**src/rtl/frv_mem_arbiter.sv**
```systemverilog
// Two-port (imem/dmem) to single memory bus arbiter with an in-order response routing FIFO.
// Optional macro FRV_MEM_ARB_RR_EN switches IDLE arbitration from fixed dmem priority to round-robin.
`timescale 1ns/1ps
module frv_mem_arbiter #(
    parameter int XLEN  = 32,
    parameter int DEPTH = 4
) (
    input  logic            g_clk,
    input  logic            g_resetn,

    input  logic            imem_req,
    input  logic            imem_wen,
    input  logic [3:0]      imem_strb,
    input  logic [XLEN-1:0] imem_addr,
    input  logic [XLEN-1:0] imem_wdata,
    output logic            imem_gnt,
    output logic            imem_recv,
    input  logic            imem_ack,
    output logic            imem_error,
    output logic [XLEN-1:0] imem_rdata,

    input  logic            dmem_req,
    input  logic            dmem_wen,
    input  logic [3:0]      dmem_strb,
    input  logic [XLEN-1:0] dmem_addr,
    input  logic [XLEN-1:0] dmem_wdata,
    output logic            dmem_gnt,
    output logic            dmem_recv,
    input  logic            dmem_ack,
    output logic            dmem_error,
    output logic [XLEN-1:0] dmem_rdata,

    output logic            bus_req,
    output logic            bus_wen,
    output logic [3:0]      bus_strb,
    output logic [XLEN-1:0] bus_addr,
    output logic [XLEN-1:0] bus_wdata,
    input  logic            bus_gnt,
    input  logic            bus_recv,
    input  logic            bus_error,
    input  logic [XLEN-1:0] bus_rdata,
    output logic            bus_ack,
    output logic            err_unexpected
);

    localparam int PW = $clog2(DEPTH);

    typedef enum logic [1:0] {
        IDLE   = 2'd0,
        HOLD_I = 2'd1,
        HOLD_D = 2'd2
    } state_t;

    state_t           state;
    logic [DEPTH-1:0] owner_q;      // 1 = dmem owns the entry
    logic [PW-1:0]    wr_ptr;
    logic [PW-1:0]    rd_ptr;
    logic [PW:0]      count;

    logic full;
    logic empty;
    logic sel_d;
    logic req_sel;
    logic idle_pick_d;
    logic push;
    logic pop;
    logic head_d;

    assign full  = (count == (PW+1)'(DEPTH));
    assign empty = (count == '0);

`ifdef FRV_MEM_ARB_RR_EN
    logic rr_last_d;

    // The last granted side loses the next contention; only a real push moves the pointer.
    always_ff @(posedge g_clk or negedge g_resetn) begin
        if (!g_resetn)
            rr_last_d <= 1'b0;
        else if (push)
            rr_last_d <= sel_d;
    end

    assign idle_pick_d = dmem_req & (~imem_req | ~rr_last_d);
`else
    assign idle_pick_d = dmem_req;
`endif

    // NOTE: every variable written in always_comb gets a default first, so no latch is inferred.
    always_comb begin
        sel_d   = 1'b0;
        req_sel = 1'b0;
        case (state)
            HOLD_I: begin
                sel_d   = 1'b0;
                req_sel = imem_req;
            end
            HOLD_D: begin
                sel_d   = 1'b1;
                req_sel = dmem_req;
            end
            default: begin
                sel_d   = idle_pick_d;
                req_sel = imem_req | dmem_req;
            end
        endcase
    end

    // NOTE: reset also masks the request combinationally so nothing is issued while held in reset.
    assign bus_req   = g_resetn & ~full & req_sel;
    assign bus_wen   = bus_req & (sel_d ? dmem_wen : imem_wen);
    assign bus_strb  = bus_req ? (sel_d ? dmem_strb  : imem_strb)  : '0;
    assign bus_addr  = bus_req ? (sel_d ? dmem_addr  : imem_addr)  : '0;
    assign bus_wdata = bus_req ? (sel_d ? dmem_wdata : imem_wdata) : '0;

    assign push     = bus_req & bus_gnt;
    assign imem_gnt = push & ~sel_d;
    assign dmem_gnt = push &  sel_d;

    assign head_d     = owner_q[rd_ptr];
    assign imem_recv  = bus_recv & ~empty & ~head_d;
    assign dmem_recv  = bus_recv & ~empty &  head_d;
    assign imem_error = imem_recv & bus_error;
    assign dmem_error = dmem_recv & bus_error;
    assign imem_rdata = imem_recv ? bus_rdata : '0;
    assign dmem_rdata = dmem_recv ? bus_rdata : '0;

    // With nothing outstanding the beat is acknowledged anyway so the bus never wedges.
    assign bus_ack        = empty ? bus_recv : (head_d ? dmem_ack : imem_ack);
    assign pop            = bus_recv & bus_ack & ~empty;
    assign err_unexpected = g_resetn & bus_recv & empty;

    // NOTE: sequential state uses non-blocking assignments only.
    always_ff @(posedge g_clk or negedge g_resetn) begin
        if (!g_resetn) begin
            state <= IDLE;
        end else begin
            case (state)
                IDLE:    if (bus_req && !bus_gnt) state <= sel_d ? HOLD_D : HOLD_I;
                HOLD_I:  if (!imem_req || push)   state <= IDLE;
                HOLD_D:  if (!dmem_req || push)   state <= IDLE;
                default: state <= IDLE;
            endcase
        end
    end

    // NOTE: the owner storage is only DEPTH bits, so it is reset along with the pointers.
    always_ff @(posedge g_clk or negedge g_resetn) begin
        if (!g_resetn) begin
            owner_q <= '0;
            wr_ptr  <= '0;
            rd_ptr  <= '0;
            count   <= '0;
        end else begin
            if (push) begin
                owner_q[wr_ptr] <= sel_d;
                wr_ptr          <= wr_ptr + PW'(1);
            end
            if (pop)
                rd_ptr <= rd_ptr + PW'(1);
            case ({push, pop})
                2'b10:   count <= count + (PW+1)'(1);
                2'b01:   count <= count - (PW+1)'(1);
                default: count <= count;
            endcase
        end
    end

endmodule

```
**config.mk**
```make
export PLATFORM = sky130hd
export DESIGN_NAME = frv_mem_arbiter
export DESIGN_NICKNAME = d
export VERILOG_FILES = /design/src/rtl/frv_mem_arbiter.sv
export SDC_FILE = /design/constraint.sdc
export NUM_CORES = 1
export LEC_CHECK = 0
export BUFFER_PORTS_ARGS = -buffer_cell sky130_fd_sc_hd__buf_2
export CORE_AREA = 2 2 125 127
export DETAILED_ROUTE_END_ITERATION = 12
export DIE_AREA = 0 0 127 129
export PLACE_DENSITY = 0.44
export SETUP_SLACK_MARGIN = 0.15
export SLEW_MARGIN = 10
export SYNTH_ARGS = -nofsm -noshare
export SYNTH_HDL_FRONTEND = slang
export SYNTH_SLANG_ARGS = --single-unit
```
**constraint.sdc**
```tcl
create_clock -name g_clk -period 3.6 [get_ports g_clk]
set_input_delay 0.54 -clock g_clk [delete_from_list [all_inputs] [get_ports g_clk]]
set_output_delay 0.54 -clock g_clk [all_outputs]
set_load 0.005 [all_outputs]
```
== After elaboration in Yosys (flattened, before gate mapping) ==
Cells that the tools add are included.

* Flip-flop bits (word level): 13
* Word-level logic and storage cells: 75
* Output and inout port bits: 142
* Input bits: 179

* Reductions and logical operators: 11
* $lt $le $gt $ge: 3
* Add/subtract/negate cells: 4
* Bitwise operators: 20
* Mux-type cells: 24
* Equality and inequality tests: 8

{| class="wikitable"
|+ Operators with widths
! kind !! count
|-
| $mux 32 || 6
|-
| $and 1x1->1 || 15
|-
| $mux 2 || 4
|-
| $mux 4 || 2
|-
| $lt 2x3->1 const B || 2
|-
| $ne 2x2->1 const B || 3
|-
| $pmux 2 s3 || 1
|-
| $pmux 3 s2 || 1
|-
| $mux 1 || 5
|-
| $add 2x1->2 const B || 2
|-
| $bwmux 4 || 1
|-
| $eq 2x1->1 const B || 2
|-
| $eq 2x2->1 const B || 2
|-
| $not 1->1 || 4
|-
| $pmux 1 s2 || 2
|-
| $add 3x1->3 const B || 1
|-
| $eq 3x3->1 const B || 1
|-
| $logic_not 1->1 || 3
|-
| $logic_not 3->1 || 1
|-
| $reduce_and 3->1 || 1
|-
| $sub 3x1->3 const B || 1
|-
| $bmux 1 s2 || 1
|-
| $demux 1 s2 || 1
|-
| $ge 2x1->1 const B || 1
|-
| 5 further kinds || 7
|}

== Logic depth before layout (Yosys ltp) ==
Gate-level depths: netlist (run 1).

* Word-level depth: 8
* Mapped depth: 16
* Depth with buffers taken out: 14

== Worst setup path after synthesis (run 1) ==
No wires, ideal clock.

* Path kind: register to register
* Start point: register state[0]
* End point: register count[2]
* Library setup time: 0.079 ns
* Period minus slack after synthesis: 2.661 ns
* Setup slack: 0.939 ns
* Path buffers: 2
* Stages on the path, launching flop included: 17
* Arrival: 2.582 ns
* Data required time: 3.521 ns
* Cells stage by stage: dfrtp_1 inv_1 ha_1 buf_2 nor3_1 nor3_2 nand2_2 inv_2 and2_1 buf_6 inv_2 ha_1 inv_1 fa_1 xor2_1 nor2_1 xor2_1

* Cells in the longest elaborated chain, start to end: 6
* Elaborated cells on any way between the ends: 9
* Classes of those cells: eq/ne: 4; mux: 2; bitwise: 2; reduce/logical: 1

{| class="wikitable"
|+ RTL lines
! element !! line !! RTL
|-
| from (decl) || 54 || <nowiki>state_t state;</nowiki>
|-
| from (signal assigned) || 138 || <nowiki>IDLE: if (bus_req && !bus_gnt) state <= sel_d ? HOLD_D : HOLD_I;</nowiki>
|-
| $eq 2x2->1 or $eq 2x1->1 (tied branches) || 92 || <nowiki>case (state)</nowiki>
|-
| $pmux 1 s2 * || 92 ||
|-
| $and 1x1->1 * || 109 || <nowiki>assign bus_req = g_resetn & ~full & req_sel;</nowiki>
|-
| net bus_req || 33 || <nowiki>output logic bus_req,</nowiki>
|-
| $and 1x1->1 * || 115 || <nowiki>assign push = bus_req & bus_gnt;</nowiki>
|-
| $eq 2x1->1 or $eq 2x2->1 (tied branches) || 160 || <nowiki>case ({push, pop})</nowiki>
|-
| $pmux 3 s2 or $reduce_bool 2->1 (tied branches) || -- ||
|-
| to (signal assigned) || 161 || <nowiki>2'b10: count <= count + (PW+1)'(1);</nowiki>
|-
| to (signal assigned) || 162 || <nowiki>2'b01: count <= count - (PW+1)'(1);</nowiki>
|-
| to (signal assigned) || 163 || <nowiki>default: count <= count;</nowiki>
|-
| to (decl) || 58 || <nowiki>logic [PW:0] count;</nowiki>
|}

The timed path passes the listed nets; every way through them passes the cells marked *.
A chain may end at the register's enable or synchronous reset.

== Worst setup path after layout (run 1) ==
* Start point: register state[0]
* End point: output port bus_wdata[29]

* Cells in the longest elaborated chain, start to end: 4
* Elaborated cells on any way between the ends: 7
* Classes of those cells: eq/ne: 2; mux: 4; bitwise: 1

{| class="wikitable"
|+ RTL lines
! element !! line !! RTL
|-
| $eq 2x2->1 or $eq 2x1->1 (tied branches) || 92 ||
|-
| $pmux 1 s2 || 92 ||
|-
| $mux 32 or $and 1x1->1 (tied branches) || 113, 109 ||
|-
| $mux 32 * || 113 || <nowiki>assign bus_wdata = bus_req ? (sel_d ? dmem_wdata : imem_wdata) : '0;</nowiki>
|-
| to (decl) || 37 || <nowiki>output logic [XLEN-1:0] bus_wdata,</nowiki>
|}

Every way passes the cells marked *; elsewhere a longest branch is shown, timed or not.

==> tab_implementation.tex, run 1 <==
\begin{tabular}{lr}
\hline
Metric & Value \\
\hline
\multicolumn{2}{l}{\textbf{Global routing}} \\
\quad Maximum number of pins on one net before global-route repair & 70 \\
\quad Global-route wire length before repair & 18200 µm \\
\quad Global route overflow & 0 \\
\quad Via count of the first global-routing pass & 3393 \\
\quad Initial antenna violation count & 1 \\
\quad GRT Resource Usage Total & 0.143 \\
\multicolumn{2}{l}{\textbf{Clocking}} \\
\quad Post-CTS setup repair buffer count & 0 \\
\quad Max clock buf depth & 2 \\
\quad Clock-pin transition on the worst setup and hold timing paths & 0.05 ns \\
\quad Count of cells resized by post-cts repair & 0 \\
\quad TritonCTS buffer count & 3 \\
\quad Clock root buffer & clkbuf\_16 \\
\quad TritonCTS clock tree & built \\
\quad TritonCTS sink count & 13 \\
\quad Skew-Pair Late Insertion Delay & 0.25 ns \\
\quad Number of hold buffers added after CTS & 0 \\
\quad Level count of the clock H-tree & 1 \\
\multicolumn{2}{l}{\textbf{Setup path}} \\
\quad Maximum fanout encountered on the critical timing path & 69 \\
\quad R2r setup slk & 0.83 ns \\
\quad List of cells traversed by the critical path & inv\_1 > ha\_1 > nor3\_1 > nor3\_2 > nand2\_2 > buf\_4 > a21oi\_1 > buf\_2 \\
\quad Critical Path Sink Type & output pin \\
\quad Largest delay share family, worst path & buffers and inverters \\
\quad Worst Reg2Reg Path Length in Cells & 14 \\
\quad Worst path bufs/invs & 3 \\
\quad Worst path arrival time & 2.48 ns \\
\quad Worst R2R End & count[2] \\
\quad Required arrival time at the worst endpoint & 3.06 ns \\
\quad Category of the critical setup timing path & register to output pin \\
\quad Sort of element at the start of the critical path & register \\
\quad Reg-to-Reg Start & state[0] \\
\quad Slowest CP cell & buf\_4 \\
\quad Maximum cell stage delay along the critical path & 0.57 ns \\
\multicolumn{2}{l}{\textbf{Timing}} \\
\quad Final worst slack & 0.575 ns \\
\quad Final worst-path cycle share & 0.840 \\
\quad Final-layout worst hold slack & 0.262 ns \\
\quad RSZ-0062 raised after global routing & no \\
\quad Maximum frequency from static timing analysis & 331 MHz \\
\quad Final setup violation count & 0 \\
\quad Final hold violations & 0 \\
\quad Fin Clk Skew & 0.00451 ns \\
\quad Setup TNS & 0 ns \\
\quad Time the worst path needs with I/O delays and setup & 3.02 ns \\
\quad Number of slew-limit violations in the final report & 0 \\
\quad Transition time of the tightest slew-check pin & 0.728 ns \\
\quad Slew Limit Headroom & 0.514 \\
\multicolumn{2}{l}{\textbf{Synthesis}} \\
\quad Number of warnings reported in the yosys synthesis log & 0 \\
\quad Yosys reg bits & 13 \\
\quad Main synth FF type & dfrtp\_1 \\
\quad Syn\_nets & 583 \\
\quad Share of synthesized area occupied by flip-flops and latches & 0.139 \\
\quad Mapped cell area & 0.00234 mm² \\
\quad Post-synth ARST share & 1.00 \\
\quad Post-synthesis instance total & 395 \\
\quad Number of flops mapped to enable cells by yosys & 0 \\
\quad Cell variety after synth & 35 \\
\quad Per-instance average area after synthesis & 5.92 µm² \\
\multicolumn{2}{l}{\textbf{Drt}} \\
\quad Post-detailed-route wirelength per cell & 14.5 µm \\
\quad Wire length after detailed routing & 12800 µm \\
\quad Violation count after the first detailed-route iteration & 146 \\
\quad 1st-pass router iterations & 4 \\
\quad Number of design rule violations left after detail routing & 0 \\
\quad Antenna Violating Nets Remaining & 0 \\
\quad Detailed-route vias per instance & 4.14 \\
\quad Routed vias & 3655 \\
\multicolumn{2}{l}{\textbf{Placement}} \\
\quad Minimum setup slack after placement & 0.855 ns \\
\quad Number of placed instances, taps included & 878 \\
\quad Count of input and output buffers & 320 \\
\quad Half-perimeter wire length of the detailed placement result & 10700 µm \\
\quad Placer Congestion & 0.786 \\
\quad Post-Place Cell Area & 0.00411 mm² \\
\multicolumn{2}{l}{\textbf{Final layout}} \\
\quad Filler cells & 1762 \\
\quad Core occupancy in the finished layout & 0.280 \\
\quad Filler-free cell count of the finished design & 883 \\
\quad Layout Area Growth over Synthesis & 79.4\% \\
\quad Total non-filler cell area in the finished layout & 0.00419 mm² \\
\quad Commonest cells after routing, fill and taps aside & buf\_2, nand2\_1, a21oi\_1 \\
\quad Share of final-layout standard cells stronger than drive strength 1 & 0.496 \\
\quad Commonest non-fill, non-tap cell in the layout & buf\_2 \\
\quad Final \#Nets & 883 \\
\multicolumn{2}{l}{\textbf{Power and ir drop}} \\
\quad Power per unit of standard cell area & 574 mW/mm² \\
\quad Worst IR drop on VDD & 0.209 mV \\
\quad Leakage power figure & 2.53 nW \\
\quad Total power of the final layout & 2.41 mW \\
\multicolumn{2}{l}{\textbf{Floorplanning}} \\
\quad Initial core utilization & 0.156 \\
\quad Standard-cell row count & 45 \\
\quad Horizontal extent of the die & 127 µm \\
\quad Floorplan core area & 0.0150 mm² \\
\quad DIE AREA & 0.0164 mm² \\
\quad Die Span Y & 129 µm \\
\quad Number of top-level pins & 321 \\
\multicolumn{2}{l}{\textbf{Status}} \\
\quad Result of the run & complete, no violations \\
\multicolumn{2}{l}{\textbf{Worst hold path}} \\
\quad Worst Hold Class & input pin to asynchronous set/reset pin \\
\multicolumn{2}{l}{\textbf{Run}} \\
\quad Reported max-cap violation count & 0 \\
\hline
\end{tabular}
[cell usage after synthesis (2+ instances only)]
cell	instances	share of area
xnor2_1	2	0.0075
o21ai_0	2	0.0043
buf_2	16	0.034
clkbuf_1	13	0.021
and2_1	67	0.18
inv_1	9	0.014
nand2_2	2	0.0054
a21oi_1	71	0.15
nor2_2	3	0.0080
mux2i_1	6	0.026
nor3b_2	2	0.011
xor2_1	3	0.011
nor2_1	7	0.011
a31oi_1	10	0.027
ha_1	8	0.043
o2bb2ai_1	2	0.0075
dfrtp_1	13	0.14
nand2_1	141	0.23
inv_2	2	0.0032
[cells by family after synthesis]
family / share of synthesized area
adder cells (fa/ha/maj): 0.0514
XOR/XNOR: 0.0187
buffers and inverters: 0.0792
flip-flops: 0.139
AND/OR/NAND/NOR: 0.464
multiplexers: 0.0401
AO/OA/AOI/OAI: 0.208
[sequential cells by signal (all words and copies together) (netlist names)]
| register | count |
|---|---|
| count | 3 |
| rd_ptr | 2 |
| wr_ptr | 2 |
| owner_q | 4 |
| state | 2 |
[final cells by class]
type / instances / area, µm² / share of cell area
Antenna cell: 1 / 2.50 / 0.000597
Clock buffer: 4 / 78.8 / 0.0188
Timing Repair Buffer: 326 / 1670 / 0.399
Tap cell: 188 / 235 / 0.0561
Sequential cell: 13 / 325 / 0.0776
Inverter: 11 / 41.3 / 0.00984
Multi-Input combinational cell: 340 / 1840 / 0.439
[metal layers]
layer | global-route usage | part of all wire | vias up
met2 | 0.287 | 0.54 | 208
met5 | 0 | 0 | -
met1 | 0.152 | 0.36 | 1571
met4 | 0.0239 | 0.0066 | 0
met3 | 0.0366 | 0.091 | 7
li1 | - | - | 1869
[power by group]
part	switching [mW]	internal, mW
sequential	0.0623	0.218
clock	0.0658	0.150
combinational	1.07	0.844
total	1.19	1.21
[worst max path at each step]
stage	start	end	slack (ns)	depth (start not counted)
final	state[0]	bus_wdata[29]	0.58	8
after global routing	state[0]	bus_wdata[30]	0.40	8
after CTS	state[0]	bus_wdata[26]	0.57	8
after detailed placement	state[0]	bus_wdata[26]	0.85	8
after global placement	state[0]	bus_wdata[29]	0.83	8
after floorplan	state[0]	count[2]	0.94	16
No activity file was read; power rests on OpenSTA's default activity.
==> inputs of run 2 (changes only) <==
CORE_AREA = 2 2 124 126   (was 2 2 125 127)
DIE_AREA = 0 0 126 128   (was 0 0 127 129)
PLACE_DENSITY = 0.47   (was 0.44)
clock period = 2.45 ns   (was 3.6 ns; I/O delays follow)
==> run 2 against run 1 <==
Effect of this change: the run now ends with negative setup slack left; setup slack lost 0.59 ns; combinational power grew 140%; sequential cell count is the same; sequential power grew 46%; register-to-register slack lost 0.76 ns; die area shrank 1.6%; critical path depth grew 1; clock skew shrank 0.0015 ns; cell count grew 5.8%; power grew 120%; final area grew 26%.
==> tab_implementation.tex, run 2 (synthesized netlist as in run 1, its figures left out) <==
\begin{tabular}{lr}
\hline
Metric & Value \\
\hline
\multicolumn{2}{l}{\textbf{Status}} \\
\quad Result of the run & finished with violations \\
\quad Violations in the final reports & negative setup slack \\
\multicolumn{2}{l}{\textbf{Drt}} \\
\quad Met2 layer wire length in the routed design & 8470 µm (+23\%) \\
\quad Antenna Violating Nets Remaining & 0 (unchanged) \\
\quad Post-detailed-route wirelength per cell & 16.3 µm (+12\%) \\
\quad Violation count after the first detailed-route iteration & 134 (-8.2\%) \\
\quad Routed vias & 4005 (+9.6\%) \\
\quad Detail Route met3 WL & 1240 µm (+6.2\%) \\
\quad Topmost layer with routed signal wires & met4 \\
\quad Number of design rule violations left after detail routing & 0 (unchanged) \\
\quad Detailed-route vias per instance & 4.29 (+3.6\%) \\
\quad 1st-pass router iterations & 4 (unchanged) \\
\quad Wl on met1 & 5370 µm (+15\%) \\
\quad Wire length after detailed routing & 15200 µm (+19\%) \\
\multicolumn{2}{l}{\textbf{Final layout}} \\
\quad Commonest cells after routing, fill and taps aside & buf\_2, nand2\_1, a21oi\_1 \\
\quad Layout Area Growth over Synthesis & 126\% \\
\quad Total non-filler cell area in the finished layout & 0.00527 mm² (+26\%) \\
\quad Share of final-layout standard cells stronger than drive strength 1 & 0.617 (+0.121) \\
\quad Register with the most flip-flops & owner\_q \\
\quad Filler-free cell count of the finished design & 934 (+5.8\%) \\
\quad Final \#Nets & 933 (+5.7\%) \\
\quad Biggest regs & owner\_q (4), count (3) \\
\quad Filler cells & 1643 (-6.8\%) \\
\quad Flip-flop count of the largest register after layout & 4 (unchanged) \\
\quad Commonest non-fill, non-tap cell in the layout & buf\_2 \\
\multicolumn{2}{l}{\textbf{Clocking}} \\
\quad TritonCTS sink count & 13 (unchanged) \\
\quad TritonCTS buffer count & 3 (unchanged) \\
\quad Skew-Pair Late Insertion Delay & 0.24 ns (about the same) \\
\quad Clock root buffer & clkbuf\_16 \\
\quad Max clock buf depth & 2 (unchanged) \\
\quad Clock-pin transition on the worst setup and hold timing paths & 0.05 ns (about the same) \\
\quad TritonCTS clock tree & built \\
\quad Level count of the clock H-tree & 1 (unchanged) \\
\multicolumn{2}{l}{\textbf{Setup path}} \\
\quad Worst path arrival time & 2.09 ns (-0.39 ns) \\
\quad Maximum cell stage delay along the critical path & 0.38 ns (-0.19 ns) \\
\quad List of cells traversed by the critical path & inv\_2 > ha\_4 > buf\_6 > mux2\_4 > buf\_4 > buf\_12 > nand2\_1 > a21oi\_1 > buf\_2 \\
\quad Critical Path Sink Type & output pin \\
\quad Sort of element at the start of the critical path & register \\
\quad Slowest CP cell & mux2\_4 \\
\quad Category of the critical setup timing path & register to output pin \\
\quad Required arrival time at the worst endpoint & 2.08 ns (-0.98 ns) \\
\quad Maximum fanout encountered on the critical timing path & 12 (-83\%) \\
\multicolumn{2}{l}{\textbf{Timing}} \\
\quad RSZ-0062 raised after global routing & yes \\
\quad Transition time of the tightest slew-check pin & 0.459 ns (-0.269 ns) \\
\quad Final setup violation count & 9 (+9) \\
\quad Slew Limit Headroom & 0.691 (+0.177) \\
\quad Fin Clk Skew & 0.00305 ns (-0.00147 ns) \\
\quad Final hold violations & 0 (unchanged) \\
\quad Final worst-path cycle share & 1.00 \\
\quad Maximum frequency from static timing analysis & 406 MHz \\
\quad Time the worst path needs with I/O delays and setup & 2.46 ns \\
\quad Number of slew-limit violations in the final report & 0 (unchanged) \\
\quad Final worst slack & -0.0115 ns (-0.587 ns) \\
\multicolumn{2}{l}{\textbf{Global routing}} \\
\quad Initial antenna violation count & 2 (+1) \\
\quad Global-route wire length before repair & 19700 µm (+8.0\%) \\
\quad GRT Resource Usage Total & 0.155 (+0.0122) \\
\quad Maximum number of pins on one net before global-route repair & 70 (unchanged) \\
\quad Via count of the first global-routing pass & 3611 (+6.4\%) \\
\quad Global route overflow & 0 (unchanged) \\
\multicolumn{2}{l}{\textbf{Power and ir drop}} \\
\quad Power per unit of standard cell area & 991 mW/mm² (+73\%) \\
\quad Total power of the final layout & 5.23 mW (+120\%) \\
\quad Worst IR drop on VDD & 0.387 mV (+85\%) \\
\quad Leakage power figure & 2.97 nW (+17\%) \\
\multicolumn{2}{l}{\textbf{Floorplanning}} \\
\quad Die Span Y & 128 µm (-0.78\%) \\
\quad Number of top-level pins & 321 (unchanged) \\
\quad DIE AREA & 0.0161 mm² (-1.6\%) \\
\quad Initial core utilization & 0.157 (+0.00118) \\
\quad Floorplan core area & 0.0149 mm² (-0.75\%) \\
\quad Horizontal extent of the die & 126 µm (-0.79\%) \\
\quad Standard-cell row count & 45 (unchanged) \\
\multicolumn{2}{l}{\textbf{Run}} \\
\quad Reported max-cap violation count & 0 (unchanged) \\
\multicolumn{2}{l}{\textbf{Placement}} \\
\quad Half-perimeter wire length of the detailed placement result & 10800 µm (+1.1\%) \\
\quad Number of placed instances, taps included & 886 (+0.91\%) \\
\quad Count of input and output buffers & 320 (unchanged) \\
\quad Placer Congestion & 0.789 (+0.37\%) \\
\quad Post-Place Cell Area & 0.00424 mm² (+3.0\%) \\
\multicolumn{2}{l}{\textbf{Worst hold path}} \\
\quad Worst Hold Class & input pin to asynchronous set/reset pin \\
\hline
\end{tabular}
==> run 2: changes by cell type in the layout (fill, tap and decap cells not counted), moves of 19 or more <==
| cell | before | now |
|---|---|---|
| a21oi_1 | 71 | 49 |
| buf_4 | 4 | 23 |
| a21oi_2 | 0 | 22 |
| and2_4 | 0 | 19 |
| buf_6 | 0 | 31 |
| and2_1 | 67 | 48 |
==> run 2: path summary, 6_finish.rpt <==
kind / startpoint / end / slack, ns / cells past startpoint
setup / recovery: state[0] / bus_addr[4] / -0.01 / 9
hold / removal: g_resetn / wr_ptr[1] / 0.13 / 2
setup reg to reg: state[0] / count[2] / 0.07 / 15
hold reg to reg: count[2] / count[2] / 0.48 / 1
max in group asynchronous: g_resetn / count[2] / 2.15 / 2
min in group g_clk: bus_gnt / state[0] / 0.45 / 2
==> run 2: critical path: cells and delay by family, from the launching register on <==
family                     cells  cell delay [ns]
buffers and inverters          5             0.64
DFF                            1             0.37
muxes                          1             0.38
adders and majority gates      1             0.29
AOI/OAI and AO/OA              1             0.07
and+or+nand+nor                1             0.10
==> run 2: where the power goes <==
group,leakage [nW],internal (mW),switching (mW)
logic,2.78,2.40,2.10
registers,0.156,0.321,0.0883
clock network,0.0382,0.220,0.0953
total,2.97,2.94,2.29
==> run 2: through the flow <==
stage	TNS [ns]	hold WS [ns]	utilization	setup slack [ns]
after CTS	0	0.131	0.309	0.0174
after global routing	-6.04	0.153	0.355	-0.118
final	-0.0422	0.127	0.355	-0.0115
after global placement	0	0.381	0.285	0.108
after floorplan	-0.0591	0.0719	-	-0.0591
after detailed placement	0	0.388	0.285	0.0767
==> run 2: final cells by class <==
cell class                      count  area (µm²)  share of cell area
Inverter                           11        43.8             0.00831
Sequential cell                    13         325              0.0617
Tap cell                          188         235              0.0446
Clock buffer                        4        78.8              0.0150
Multi-Input combinational cell    341        2110               0.400
Antenna cell                        2        5.00            0.000949
Timing Repair Buffer              375        2480               0.470
==> run 2: what timing repair did <==
action                                  4_1_cts  5_1_grt
endpoints found under the setup margin      107      139
setup buffers                                10       18
resized for setup                            18       90
hold buffers                                  0        0
gates cloned                                  5        9
pin swaps                                     5       38
==> run 2: metal layers <==
| layer | GRT usage | vias up |
|---|---|---|
| met3 | 0.0388 | 10 |
| met5 | 0 | - |
| met2 | 0.305 | 221 |
| met4 | 0.0168 | 0 |
| met1 | 0.173 | 1798 |
| li1 | - | 1976 |
==> inputs of run 3 (changes only) <==
HOLD_SLACK_MARGIN = 0.15   (was unset)
clock period = 2 ns   (was 2.45 ns; I/O delays follow)
==> run 3 against run 2 <==
Effect of this change: the flow still finishes with violations (negative setup slack); setup slack got worse by 0.39 ns; combinational power up 43%; cell count rose by 1.3%; global-route usage rose by 2.7 points; final area increased by 11%; sequential share of layout area down 0.58 points; sequential power up 23%; clock skew is 0.0027 ns higher; core utilization rose by 3.8 points; via count rose by 3.8%; register-to-register slack got worse by 0.35 ns; non-clock buffer count is 12 higher; largest cell class unchanged.
==> tab_implementation.tex, run 3 (synthesized netlist as in run 1, its figures left out) <==
\begin{tabular}{lr}
\hline
Metric & Value \\
\hline
\multicolumn{2}{l}{\textbf{Global routing}} \\
\quad Global-route track usage on met3 & 0.0351 (-0.00376) \\
\quad Maximum number of pins on one net before global-route repair & 34 (-51\%) \\
\quad Most utilized layer in the global route result & met2 \\
\quad Global-route wire length before repair & 22400 µm (+14\%) \\
\quad M1 GR Usage & 0.194 (+0.0211) \\
\quad Global route overflow & 0 (unchanged) \\
\quad Met2 GRT Util & 0.358 (+0.0528) \\
\quad Initial antenna violation count & 0 (-2) \\
\quad GRT Resource Usage Total & 0.182 (+0.0266) \\
\quad Via count of the first global-routing pass & 3914 (+8.4\%) \\
\multicolumn{2}{l}{\textbf{Status}} \\
\quad Result of the run & finished with violations \\
\quad Violations in the final reports & negative setup slack \\
\multicolumn{2}{l}{\textbf{Timing}} \\
\quad Final setup violation count & 143 (+134) \\
\quad Slew Limit Headroom & 0.809 (+0.118) \\
\quad Number of slew-limit violations in the final report & 0 (unchanged) \\
\quad Final worst-path cycle share & 1.20 \\
\quad Transition time of the tightest slew-check pin & 0.283 ns (-0.176 ns) \\
\quad Final worst slack & -0.404 ns (-0.392 ns) \\
\quad Time the worst path needs with I/O delays and setup & 2.40 ns \\
\quad RSZ-0062 raised after global routing & yes \\
\quad Fin Clk Skew & 0.00571 ns (+0.00266 ns) \\
\quad Final hold violations & 0 (unchanged) \\
\quad Maximum frequency from static timing analysis & 416 MHz \\
\multicolumn{2}{l}{\textbf{Setup path}} \\
\quad Sort of element at the start of the critical path & register \\
\quad Required arrival time at the worst endpoint & 1.70 ns (-0.38 ns) \\
\quad Critical Path Sink Type & output pin \\
\quad Category of the critical setup timing path & register to output pin \\
\quad Maximum fanout encountered on the critical timing path & 5 (-7) \\
\quad Worst path arrival time & 2.10 ns (about the same) \\
\multicolumn{2}{l}{\textbf{Floorplanning}} \\
\quad Die Span Y & 128 µm (unchanged) \\
\quad DIE AREA & 0.0161 mm² (unchanged) \\
\quad Initial core utilization & 0.157 (unchanged) \\
\quad Standard-cell row count & 45 (unchanged) \\
\quad Floorplan core area & 0.0149 mm² (unchanged) \\
\quad Horizontal extent of the die & 126 µm (unchanged) \\
\quad Number of top-level pins & 321 (unchanged) \\
\multicolumn{2}{l}{\textbf{Placement}} \\
\quad Half-perimeter wire length of the detailed placement result & 12100 µm (+12\%) \\
\quad Count of input and output buffers & 320 (unchanged) \\
\quad Post-Place Cell Area & 0.00439 mm² (+3.6\%) \\
\quad Placer Congestion & 0.820 (+3.9\%) \\
\multicolumn{2}{l}{\textbf{Worst hold path}} \\
\quad Worst Hold Class & input pin to register \\
\multicolumn{2}{l}{\textbf{Drt}} \\
\quad Routed vias & 4156 (+3.8\%) \\
\quad Wire length after detailed routing & 16800 µm (+11\%) \\
\quad 1st-pass router iterations & 4 (unchanged) \\
\quad Violation count after the first detailed-route iteration & 127 (-5.2\%) \\
\quad Detailed-route vias per instance & 4.39 (+2.5\%) \\
\quad Post-detailed-route wirelength per cell & 17.8 µm (+9.2\%) \\
\quad Antenna Violating Nets Remaining & 0 (unchanged) \\
\quad Number of design rule violations left after detail routing & 0 (unchanged) \\
\multicolumn{2}{l}{\textbf{Final layout}} \\
\quad Commonest cells after routing, fill and taps aside & buf\_2, nand2\_1, buf\_6 \\
\quad Core occupancy in the finished layout & 0.393 (+0.0382) \\
\quad Share of final-layout standard cells stronger than drive strength 1 & 0.707 (+0.0902) \\
\quad Filler cells & 1537 (-6.5\%) \\
\quad Biggest regs & owner\_q (4), count (3) \\
\quad Final \#Nets & 947 (+1.5\%) \\
\quad Total non-filler cell area in the finished layout & 0.00584 mm² (+11\%) \\
\quad Commonest non-fill, non-tap cell in the layout & buf\_2 \\
\quad Register with the most flip-flops & owner\_q \\
\quad Antenna diode instance count & 0 (-2) \\
\quad Layout Area Growth over Synthesis & 150\% \\
\quad Flip-flop count of the largest register after layout & 4 (unchanged) \\
\multicolumn{2}{l}{\textbf{Clocking}} \\
\quad Level count of the clock H-tree & 1 (unchanged) \\
\quad Max clock buf depth & 2 (unchanged) \\
\quad TritonCTS buffer count & 3 (unchanged) \\
\quad TritonCTS sink count & 13 (unchanged) \\
\quad Skew-Pair Late Insertion Delay & 0.25 ns (about the same) \\
\quad Clock-pin transition on the worst setup and hold timing paths & 0.05 ns (about the same) \\
\quad TritonCTS clock tree & built \\
\quad Clock root buffer & clkbuf\_16 \\
\multicolumn{2}{l}{\textbf{Power and ir drop}} \\
\quad Leakage power figure & 3.17 nW (+6.5\%) \\
\quad Power per unit of standard cell area & 1250 mW/mm² (+26\%) \\
\quad Worst IR drop on VDD & 0.492 mV (+27\%) \\
\multicolumn{2}{l}{\textbf{Run}} \\
\quad Reported max-cap violation count & 0 (unchanged) \\
\hline
\end{tabular}
run 3: metal layers:
metal  up-vias  wire length (µm)  part of all wire
met2       234              9220              0.55
met5         -                 0                 0
met4         0               593             0.035
met1      1902              5780              0.34
li1       1999                 -                 -
met3        21              1240             0.074
run 3: final timing paths:
kind                       startpoint  cells past startpoint      endpoint  slack (ns)
setup / recovery             state[1]                     10  bus_wdata[6]       -0.40
hold / removal                bus_gnt                      2      state[0]        0.38
setup reg to reg             state[0]                     14      count[2]       -0.28
hold reg to reg              count[2]                      1      count[2]        0.49
max in group asynchronous    g_resetn                      3     rd_ptr[1]        1.26
min in group asynchronous    g_resetn                      3    owner_q[3]        0.57
run 3: where the power goes:
part / total, mW / switching [mW] / internal, mW
clock network: 0.395 / 0.128 / 0.267
logic: 6.42 / 2.91 / 3.51
registers: 0.504 / 0.109 / 0.395
run 3: repair_timing:
action,in CTS,in global routing
hold buffers,1,0
gates resized for setup,76,145
endpoints found under the hold margin,13,0
cloned,8,4
buffers inserted,20,6
endpoints found under the setup margin,143,151
pin swaps,28,50
run 3: final cells by class:
class	instances	area [µm²]	share of cell area
multi-input combinational	343	2410	0.413
clock inverter	1	5.00	0.000857
clock buffer	3	75.1	0.0129
timing repair buffer	387	2740	0.470
inverter	11	43.8	0.00750
tap	188	235	0.0403
sequential	13	327	0.0559
run 3: stage by stage:
stage	setup WS [ns]	TNS (ns)	hold slack [ns]	power, mW	cells
finish	-0.404	-34.31	0.383	7.32	946
global route	-0.485	-45.77	0.394	7.83	946
CTS	-0.365	-27.48	0.378	6.31	936
detailed placement	-0.270	-14.73	0.288	4.50	903
global placement	-0.281	-12.79	0.285	4.53	903
floorplan	-0.499	-0.883	0.00441	2.65	395
run 3: worst max-delay path, stage by stage (launching register included):
cell and delay (ns):
dfrtp_1 0.39, inv_2 0.08, ha_4 0.27, buf_6 0.11
mux2i_4 0.24, buf_8 0.18, buf_12 0.13, clkbuf_16 0.15
nand2_1 0.05, a21oi_1 0.11, buf_2 0.14
